--- src/rtl/i2c_wb_arbiter.sv ---
`default_nettype none
// ============================================================================
// Module      : i2c_wb_arbiter
// Description : Shares the single Wishbone slave port of the I2C master core
//               between two requesters. Ownership is granted per I2C
//               transaction (req held from START to STOP), with round-robin
//               tie breaking, a bus-stall watchdog that revokes a stuck
//               grant, and isolation of read data / ack / interrupt so that
//               the non-owner never observes core traffic.
// Revision    : 1.0 - initial release
// ----------------------------------------------------------------------------
// Parameters
//   TMO_W       width of the watchdog counter
//   TMO_CYCLES  max cycles one strobed bus cycle may wait for s_ack
// Ports
//   clk, rst                 clock, asynchronous active-high reset
//   m0_* / m1_*              requester side: req/gnt handshake, WB master
//                            signals in, ack/dat_r/inta out (owner gated),
//                            err = one-cycle pulse when watchdog revokes
//   s_*                      core side WB slave port
//   owner                    index of current / last granted requester
//   busy                     a grant is active
// ============================================================================
module i2c_wb_arbiter #(
    parameter int               TMO_W      = 16,
    parameter logic [TMO_W-1:0] TMO_CYCLES = 16'd50000
) (
    input  logic       clk,
    input  logic       rst,

    input  logic       m0_req,
    output logic       m0_gnt,
    input  logic [2:0] m0_adr,
    input  logic [7:0] m0_dat_w,
    output logic [7:0] m0_dat_r,
    input  logic       m0_we,
    input  logic       m0_stb,
    input  logic       m0_cyc,
    output logic       m0_ack,
    output logic       m0_inta,
    output logic       m0_err,

    input  logic       m1_req,
    output logic       m1_gnt,
    input  logic [2:0] m1_adr,
    input  logic [7:0] m1_dat_w,
    output logic [7:0] m1_dat_r,
    input  logic       m1_we,
    input  logic       m1_stb,
    input  logic       m1_cyc,
    output logic       m1_ack,
    output logic       m1_inta,
    output logic       m1_err,

    output logic [2:0] s_adr,
    output logic [7:0] s_dat_w,
    input  logic [7:0] s_dat_r,
    output logic       s_we,
    output logic       s_stb,
    output logic       s_cyc,
    input  logic       s_ack,
    input  logic       s_inta,

    output logic       owner,
    output logic       busy
);

    typedef enum logic [1:0] {
        ST_IDLE = 2'd0,
        ST_GNT0 = 2'd1,
        ST_GNT1 = 2'd2,
        ST_REL  = 2'd3
    } state_t;

    // Watchdog fires on the cycle the counter shows TMO_CYCLES-1, i.e. on
    // the TMO_CYCLES-th consecutive stalled cycle.
    localparam logic [TMO_W-1:0] TMO_LAST = TMO_CYCLES - 1'b1;

    state_t           state_q, state_d;
    logic             last_q, last_d;
    logic             owner_q, owner_d;
    logic             m0_gnt_q, m1_gnt_q;
    logic             m0_err_q, m0_err_d;
    logic             m1_err_q, m1_err_d;
    logic [TMO_W-1:0] wdog_q, wdog_d;

    // Signals of whichever requester currently holds the grant. Only
    // meaningful in ST_GNT0 / ST_GNT1.
    logic own_sel;
    logic own_req;
    logic own_cyc;
    logic own_stb;
    logic own_stall;

    assign own_sel   = (state_q == ST_GNT1);
    assign own_req   = own_sel ? m1_req : m0_req;
    assign own_cyc   = own_sel ? m1_cyc : m0_cyc;
    assign own_stb   = own_sel ? m1_stb : m0_stb;
    // An ack in the expiry cycle clears the stall, so ack wins over timeout.
    assign own_stall = own_cyc & own_stb & ~s_ack;

    // ------------------------------------------------------------------
    // Next-state logic
    // ------------------------------------------------------------------
    always_comb begin
        state_d  = state_q;
        last_d   = last_q;
        owner_d  = owner_q;
        wdog_d   = '0;
        m0_err_d = 1'b0;
        m1_err_d = 1'b0;

        case (state_q)
            ST_IDLE: begin
                // On a tie the requester that did not own the bus last wins.
                if (m0_req && (!m1_req || last_q)) begin
                    state_d = ST_GNT0;
                    owner_d = 1'b0;
                end else if (m1_req) begin
                    state_d = ST_GNT1;
                    owner_d = 1'b1;
                end
            end

            ST_GNT0, ST_GNT1: begin
                if (own_stall && (wdog_q == TMO_LAST)) begin
                    state_d  = ST_REL;
                    last_d   = own_sel;
                    m0_err_d = ~own_sel;
                    m1_err_d = own_sel;
                end else if (!own_req && !own_cyc) begin
                    // Release only between bus cycles so that a dropped
                    // req never aborts an in-flight access.
                    state_d = ST_REL;
                    last_d  = own_sel;
                end else if (own_stall) begin
                    wdog_d = wdog_q + 1'b1;
                end
            end

            ST_REL: begin
                state_d = ST_IDLE;
            end

            default: begin
                state_d = ST_IDLE;
            end
        endcase
    end

    // ------------------------------------------------------------------
    // Bus mux: purely a function of the registered state, so nothing
    // reaches the core or a requester outside a grant.
    // ------------------------------------------------------------------
    always_comb begin
        s_adr    = 3'd0;
        s_dat_w  = 8'h00;
        s_we     = 1'b0;
        s_stb    = 1'b0;
        s_cyc    = 1'b0;
        m0_ack   = 1'b0;
        m0_dat_r = 8'h00;
        m0_inta  = 1'b0;
        m1_ack   = 1'b0;
        m1_dat_r = 8'h00;
        m1_inta  = 1'b0;

        case (state_q)
            ST_GNT0: begin
                s_adr    = m0_adr;
                s_dat_w  = m0_dat_w;
                s_we     = m0_we;
                s_stb    = m0_stb;
                s_cyc    = m0_cyc;
                m0_ack   = s_ack;
                m0_dat_r = s_dat_r;
                m0_inta  = s_inta;
            end
            ST_GNT1: begin
                s_adr    = m1_adr;
                s_dat_w  = m1_dat_w;
                s_we     = m1_we;
                s_stb    = m1_stb;
                s_cyc    = m1_cyc;
                m1_ack   = s_ack;
                m1_dat_r = s_dat_r;
                m1_inta  = s_inta;
            end
            default: begin
            end
        endcase
    end

    // ------------------------------------------------------------------
    // State registers
    // ------------------------------------------------------------------
    always_ff @(posedge clk or posedge rst) begin
        if (rst) begin
            state_q  <= ST_IDLE;
            last_q   <= 1'b1;
            owner_q  <= 1'b1;
            m0_gnt_q <= 1'b0;
            m1_gnt_q <= 1'b0;
            m0_err_q <= 1'b0;
            m1_err_q <= 1'b0;
            wdog_q   <= '0;
        end else begin
            state_q  <= state_d;
            last_q   <= last_d;
            owner_q  <= owner_d;
            m0_gnt_q <= (state_d == ST_GNT0);
            m1_gnt_q <= (state_d == ST_GNT1);
            m0_err_q <= m0_err_d;
            m1_err_q <= m1_err_d;
            wdog_q   <= wdog_d;
        end
    end

    assign m0_gnt = m0_gnt_q;
    assign m1_gnt = m1_gnt_q;
    assign m0_err = m0_err_q;
    assign m1_err = m1_err_q;
    assign owner  = owner_q;
    assign busy   = m0_gnt_q | m1_gnt_q;

endmodule

`default_nettype wire

--- config.mk ---
export PLATFORM = sky130hd
export DESIGN_NAME = i2c_wb_arbiter
export DESIGN_NICKNAME = d
export VERILOG_FILES = /design/src/rtl/i2c_wb_arbiter.sv
export SDC_FILE = /design/constraint.sdc
export NUM_CORES = 1
export LEC_CHECK = 0
export BUFFER_PORTS_ARGS = -buffer_cell sky130_fd_sc_hd__buf_2
export CORE_UTILIZATION = 46
export DETAILED_ROUTE_END_ITERATION = 12
export PLACE_DENSITY = 0.85
export SLEW_MARGIN = 10
export SYNTH_ARGS = -nofsm -noshare
export SYNTH_HDL_FRONTEND = slang
export SYNTH_SLANG_ARGS = --single-unit
--- constraint.sdc ---
create_clock -name clk -period 2.4 [get_ports clk]
set_clock_uncertainty 0.2 [all_clocks]
set_input_delay 0 -clock clk [delete_from_list [all_inputs] [get_ports clk]]
set_output_delay 0 -clock clk [all_outputs]
set_load 0.02 [all_outputs]
==> impl_metrics.toml, run 1 <==
[routing]
viasPerCell = 5.408
drt-initial-drc-count = 80
vias = 1725
ant_nets = 0
post_drt_wl_per_cell_um = 12.66
dr.pass1.iters = 4
wl_um = 4038
drc = 0

[min_path]
hp-class = "input pin to flip-flop"

[pwr]
leakagePower_nw = 1.094
ir_worst_vdd_uv = 924.3
p_per_area_nw_per_um2 = 911.1

[cells_and_area]
fin_util_pct = 65.18
diodes = 0
fin_nets = 321
area_delta_synth_final_pct = 35.50
drive_gt1_share_pct = 36.26

[timing]
fmax_mhz = 445.2
setup_violations = 0
rsz0062_at_grt = "false"
min_period_ns = 2.246
post-route-period-util_pct = 93.60
worst_slew_pin_slew_ns = 0.8658
fin_ws_ns = 0.1537
final_hold_viol_count = 3
slew_headroom_pct = 42.22
holdWs_ns = -0.03983
drv_slew = 0
fin_setup_tns_ns = 0

[global_route]
grt_max_degree = 25
grt_pass1_vias = 1352
grt_pass1_wl_um = 5899
grt_usage_pct = 20.83
grt.overflow.total = 0
grt_antenna_before_repair = 0

[synthesis]
syn_inst = 187
ys.warnings.count = 0
ys.flop_type = "dfrtp_1"
netlist_top_cells_area = "dfrtp_1 34%, and2_1 7.7%, nor2_1 7.2%, a22oi_1 6.5%, xnor2_1 4.9%"
synth_edf_count = 0
synth_top_area_cell = "dfrtp_1"
syn_area_um2 = 1618
ys_seq_elements = 24
seq_area_frac_synth_pct = 37.28
synthesis.nets = 234
yosysTopAreaCellShare_pct = 34.03
avgSynthCellArea_um2 = 8.651
synthArstFlopShare_pct = 100.0
synth_cell_types = 42

[floorplan]
io_pins = 82
start_util_pct = 48.10
die_area_um2 = 3758
rows = 21
die_y_um = 61.31
fp.dieW_um = 61.31
coreArea_um2 = 3363

[flow_run]
cap_violations = 0

[clock_network]
cts.path.max_buffers = 2
h-tree-depth = 1
cts_tree = "built"
clk_latency_ns = 0.32
clkSinkCount = 24
clk_pin_slew_ns = 0.13
clock-root-buffer = "clkbuf_4"
numCtsBuffers = 3

[place]
finalWeightedCongestion = 0.7851
io_buffer_count = 81
hpwlAfterDp_um = 2918
dpl_worst_slack_ns = 0.2357

[outcome]
status = "complete, but fails checks"
violations = "negative hold slack"

[setup_path]
cp.required_ns = 2.20
start_kind = "flip-flop"
crit_arrival_ns = 2.05
worstSetupEndpointType = "output port"
critical_path_class = "flip-flop to output port"
path_max_fanout = 17
[power by group]
group / internal (mW) / switching, mW / leakage (nW)
clock network: 0.169 / 0.126 / 0.0279
logic: 0.432 / 0.772 / 0.743
registers: 0.464 / 0.0343 / 0.324
[synth_stat cells (2+ instances only)]
library cell  count
a22oi_1          14
ha_1              5
xor2_1            3
clkbuf_1          7
nor4_1            3
nor2_1           31
nand3_1           6
and4_1            2
nand2b_1          2
inv_1             8
xnor2_1           9
a21oi_1           5
nor4b_1           2
nand2_1           7
o21ai_0           5
nand4_1           2
nor4bb_1          2
and2_1           20
nor3_1            7
dfstp_2           2
and3_1            3
dfrtp_1          22
[metal layers]
| layer | track usage [%] | share of wire [%] | up-vias |
|---|---|---|---|
| li1 | - | - | 834 |
| met5 | 0 | 0 | - |
| met4 | 8.117 | 1.2 | 0 |
| met1 | 28.09 | 43 | 831 |
| met3 | 0.8403 | 4.2 | 5 |
| met2 | 35.56 | 51 | 55 |
[metrics by stage]
stage               total power [mW]  cells  cell area, um2
floorplan                      1.316    187            1618
global placement               1.640    309            2072
detailed placement             1.654    309            2072
CTS                            1.973    319            2185
global route                   2.154    319            2192
finish                         1.997    319            2192
[critical path, stage by stage, from the launching register on]
cell and delay, ns:
dfrtp_1 0.40, inv_1 0.09, ha_1 0.48, clkinvlp_4 0.37, nor2_1 0.20, buf_2 0.19
[cells by family after synthesis]
logic type	share of synthesized area (%)
adder cells (fa/ha/maj)	3.867
flip-flops	37.28
AND/OR/NAND/NOR	33.57
XOR/XNOR	6.497
buffers and inverters	4.022
AO/OA/AOI/OAI	14.77
[final timing paths]
kind | from | endpoint | slack (ns) | depth (start not counted)
worst min-delay path | m1_stb | m0_err$_DFF_PP0_ | -0.04 | 5
worst max-delay path | state_q[1]$_DFF_PP0_ | s_dat_w[0] | 0.15 | 5
worst min register to register | wdog_q[0]$_DFF_PP0_ | wdog_q[0]$_DFF_PP0_ | 0.33 | 1
max in group asynchronous | rst | m0_err$_DFF_PP0_ | 1.29 | 3
min in group asynchronous | rst | wdog_q[0]$_DFF_PP0_ | 0.18 | 3
worst max register to register | state_q[0]$_DFF_PP0_ | m0_gnt$_DFF_PP0_ | 0.35 | 6
[what timing repair did]
action | 4_1_cts | 5_1_grt
endpoints found under the setup margin | 0 | 15
hold endpoints to repair | 45 | 0
gates resized for setup | 0 | 2
hold buffers | 6 | 0
buffers inserted | 0 | 0
[area by class of cell]
class                      count  area (um2)
fill                         286        1171
multi-input combinational    146       953.4
sequential                    24       603.1
timing repair buffer          90       488.0
tap                           46       57.56
inverter                       9       37.54
clock inverter                 1       30.03
clock buffer                   3       22.52
[state kept, by name (all words and copies together) (netlist names)]
signal   count
m1_gnt       1
m0_err       1
m0_gnt       1
wdog_q      16
owner        1
state_q      2
m1_err       1
last_q       1
[placed cells by master (no fill, tap or decap), types with 3 or more instances in the layout]
| cell type | netlist | layout |
|---|---|---|
| dfrtp_1 | 22 | 22 |
| buf_2 | 1 | 81 |
| and3_1 | 3 | 3 |
| ha_1 | 5 | 5 |
| nor2_1 | 31 | 31 |
| xnor2_1 | 9 | 9 |
| dlygate4sd3_1 | 0 | 6 |
| a22oi_1 | 14 | 14 |
| inv_1 | 8 | 8 |
| nand3_1 | 6 | 6 |
| a21oi_1 | 5 | 4 |
| nand2_1 | 7 | 7 |
| nor3_1 | 7 | 7 |
| o21ai_0 | 5 | 5 |
| and2_1 | 20 | 20 |
| buf_4 | 0 | 3 |
| xor2_1 | 3 | 3 |
| nor4_1 | 3 | 3 |
| clkbuf_4 | 0 | 3 |
Note: power is estimated with default switching activity, not from simulation.
==> run 2: changes to the inputs <==
CORE_MARGIN = 8   (was unset)
CORE_UTILIZATION = 33   (was 46)
PLACE_DENSITY = 0.65   (was 0.85)
==> run 2 against run 1 <==
- the flow now finishes without violations
- combinational power about the same
- maximum frequency up 8.0%
- total power down 1.6%
- final cell count up 6.9%
- hold slack better by 0.059 ns
- sequential power about the same
==> impl_metrics.toml, run 2 (synthesized netlist as in run 1, its figures left out) <==
[pwr]
p_per_area_nw_per_um2 = 887.0
leakagePower_nw = 1.095
ir_worst_vdd_uv = 697.6
power_mw = 1.964

[flow_run]
cap_violations = 0

[timing]
setup_violations = 0
worst_slew_pin_slew_ns = 0.8870
post-route-period-util_pct = 86.65
fin_setup_tns_ns = 0
drv_slew = 0
rsz0062_at_grt = "false"
min_period_ns = 2.080
fmax_mhz = 480.9
final_hold_viol_count = 0
slew_headroom_pct = 40.80

[routing]
post_drt_wl_per_cell_um = 13.82
vias = 1652
drt-initial-drc-count = 46
dr.pass1.iters = 4
viasPerCell = 4.845
wl_um = 4714
drc = 0
ant_nets = 0

[cells_and_area]
final_common_cell = "buf_2"
area_delta_synth_final_pct = 36.89
final_cells = 341
fin_nets = 322
n_fill_cell = 460
final_cell_mix = "81 x buf_2, 31 x nor2_1, 22 x dfrtp_1"
regMostFlops = "wdog_q"
drive_gt1_share_pct = 35.77
largest_reg_flops = 16
largestRegisters = "wdog_q: 16 flops, state_q: 2 flops"
stdcell_area_um2 = 2215
fin_util_pct = 46.89
diodes = 0

[clock_network]
post-cts-setup-buffers = 0
numCtsBuffers = 3
cts.path.max_buffers = 2
clk_latency_ns = 0.26
cts_tree = "built"
clock-root-buffer = "clkbuf_8"
clkSinkCount = 24
h-tree-depth = 1
clk_pin_slew_ns = 0.08

[setup_path]
cp.required_ns = 2.36
crit_arrival_ns = 2.04
path_max_fanout = 10
worstSetupEndpointType = "flip-flop"
start_kind = "flip-flop"
worstPathCellList = "inv_1 > ha_1 > nand3_1 > a21oi_2 > a21boi_0 > o211a_1"
critical_path_class = "flip-flop to flip-flop"
slowest_delay_ns = 0.40
worst_path_max_delay_cell = "dfrtp_1"

[global_route]
grt_antenna_before_repair = 0
grt_pass1_wl_um = 7479
grt_max_degree = 25
gr-usage-met3_pct = 2.101
grt_usage_pct = 12.09
grt.met1_usage_pct = 14.40
grt_pass1_vias = 1555
met2_usage_pct = 21.27
grt.busiest_layer = "met2"
grt.overflow.total = 0

[floorplan]
die_y_um = 86.02
coreArea_um2 = 4723
start_util_pct = 34.25
io_pins = 82
die_area_um2 = 7399
rows = 25
fp.dieW_um = 86.02

[place]
finalWeightedCongestion = 0.7644
dp_cells = 331
io_buffer_count = 81
hpwlAfterDp_um = 3693
dpl_cell_area_um2 = 2106

[min_path]
hp-class = "input pin to flip-flop"

[outcome]
status = "complete, no violations"
==> run 2: changes by cell type in the layout (fill, tap and decap cells not counted), sizes merged <==
cell / change
buf: +1
clkbuf: +1
bufinv: -1
clkinv: +1
clkinvlp: -1
==> run 2: what timing repair did <==
action / CTS / global route
hold buffers: 6 / 0
endpoints found under the setup margin: 0 / 1
gates resized for setup: 0 / 1
hold endpoints to repair: 30 / 0
==> run 2: per-layer routing <==
layer | share of wire (%) | wire length (um) | vias to the layer above
met4 | 0.76 | 36 | 0
met3 | 5.6 | 264 | 2
li1 | - | - | 834
met2 | 51 | 2391 | 40
met1 | 43 | 2022 | 776
met5 | 0 | 0 | -
==> run 2: path summary, 6_finish.rpt <==
check	slack, ns	depth (start not counted)	from	endpoint
worst max register to register	0.32	6	state_q[0]$_DFF_PP0_	m0_gnt$_DFF_PP0_
min in group asynchronous	0.29	3	rst	wdog_q[6]$_DFF_PP0_
worst min-delay path	0.02	5	m1_stb	m0_err$_DFF_PP0_
worst max-delay path	0.32	6	state_q[0]$_DFF_PP0_	m0_gnt$_DFF_PP0_
worst min register to register	0.31	1	wdog_q[0]$_DFF_PP0_	wdog_q[0]$_DFF_PP0_
max in group asynchronous	1.16	3	rst	state_q[1]$_DFF_PP0_
==> run 2: worst max-delay path: cells and delay by family, from the launching register on <==
kind	cells	cell delay (ns)
adders and majority gates	1	0.35
buffers and inverters	1	0.11
AOI/OAI and AO/OA	3	0.79
and+or+nand+nor	1	0.13
DFF	1	0.40
==> run 2: power breakdown <==
group	switching, mW	internal (mW)
Combinational	0.780	0.447
Sequential	0.0318	0.464
Clock	0.123	0.118
==> run 2: final cells by class <==
type	count	area [um2]	share of cell area, %
timing repair buffer	91	495.5	22.37
inverter	9	33.78	1.525
clock buffer	4	45.04	2.034
multi-input combinational	146	953.4	43.05
sequential	24	603.1	27.23
tap	67	83.83	3.785
==> run 2: through the flow <==
| step | setup slack [ns] | hold WS, ns |
|---|---|---|
| 2_1_floorplan | 0.5019 | -0.1869 |
| 3_3_place_gp | 0.2416 | 0.03480 |
| 3_5_place_dp | 0.1672 | 0.03906 |
| 4_1_cts | 0.1412 | 0.08768 |
| 5_1_grt | 0.1983 | 0.01746 |
| 6_report | 0.3204 | 0.01892 |
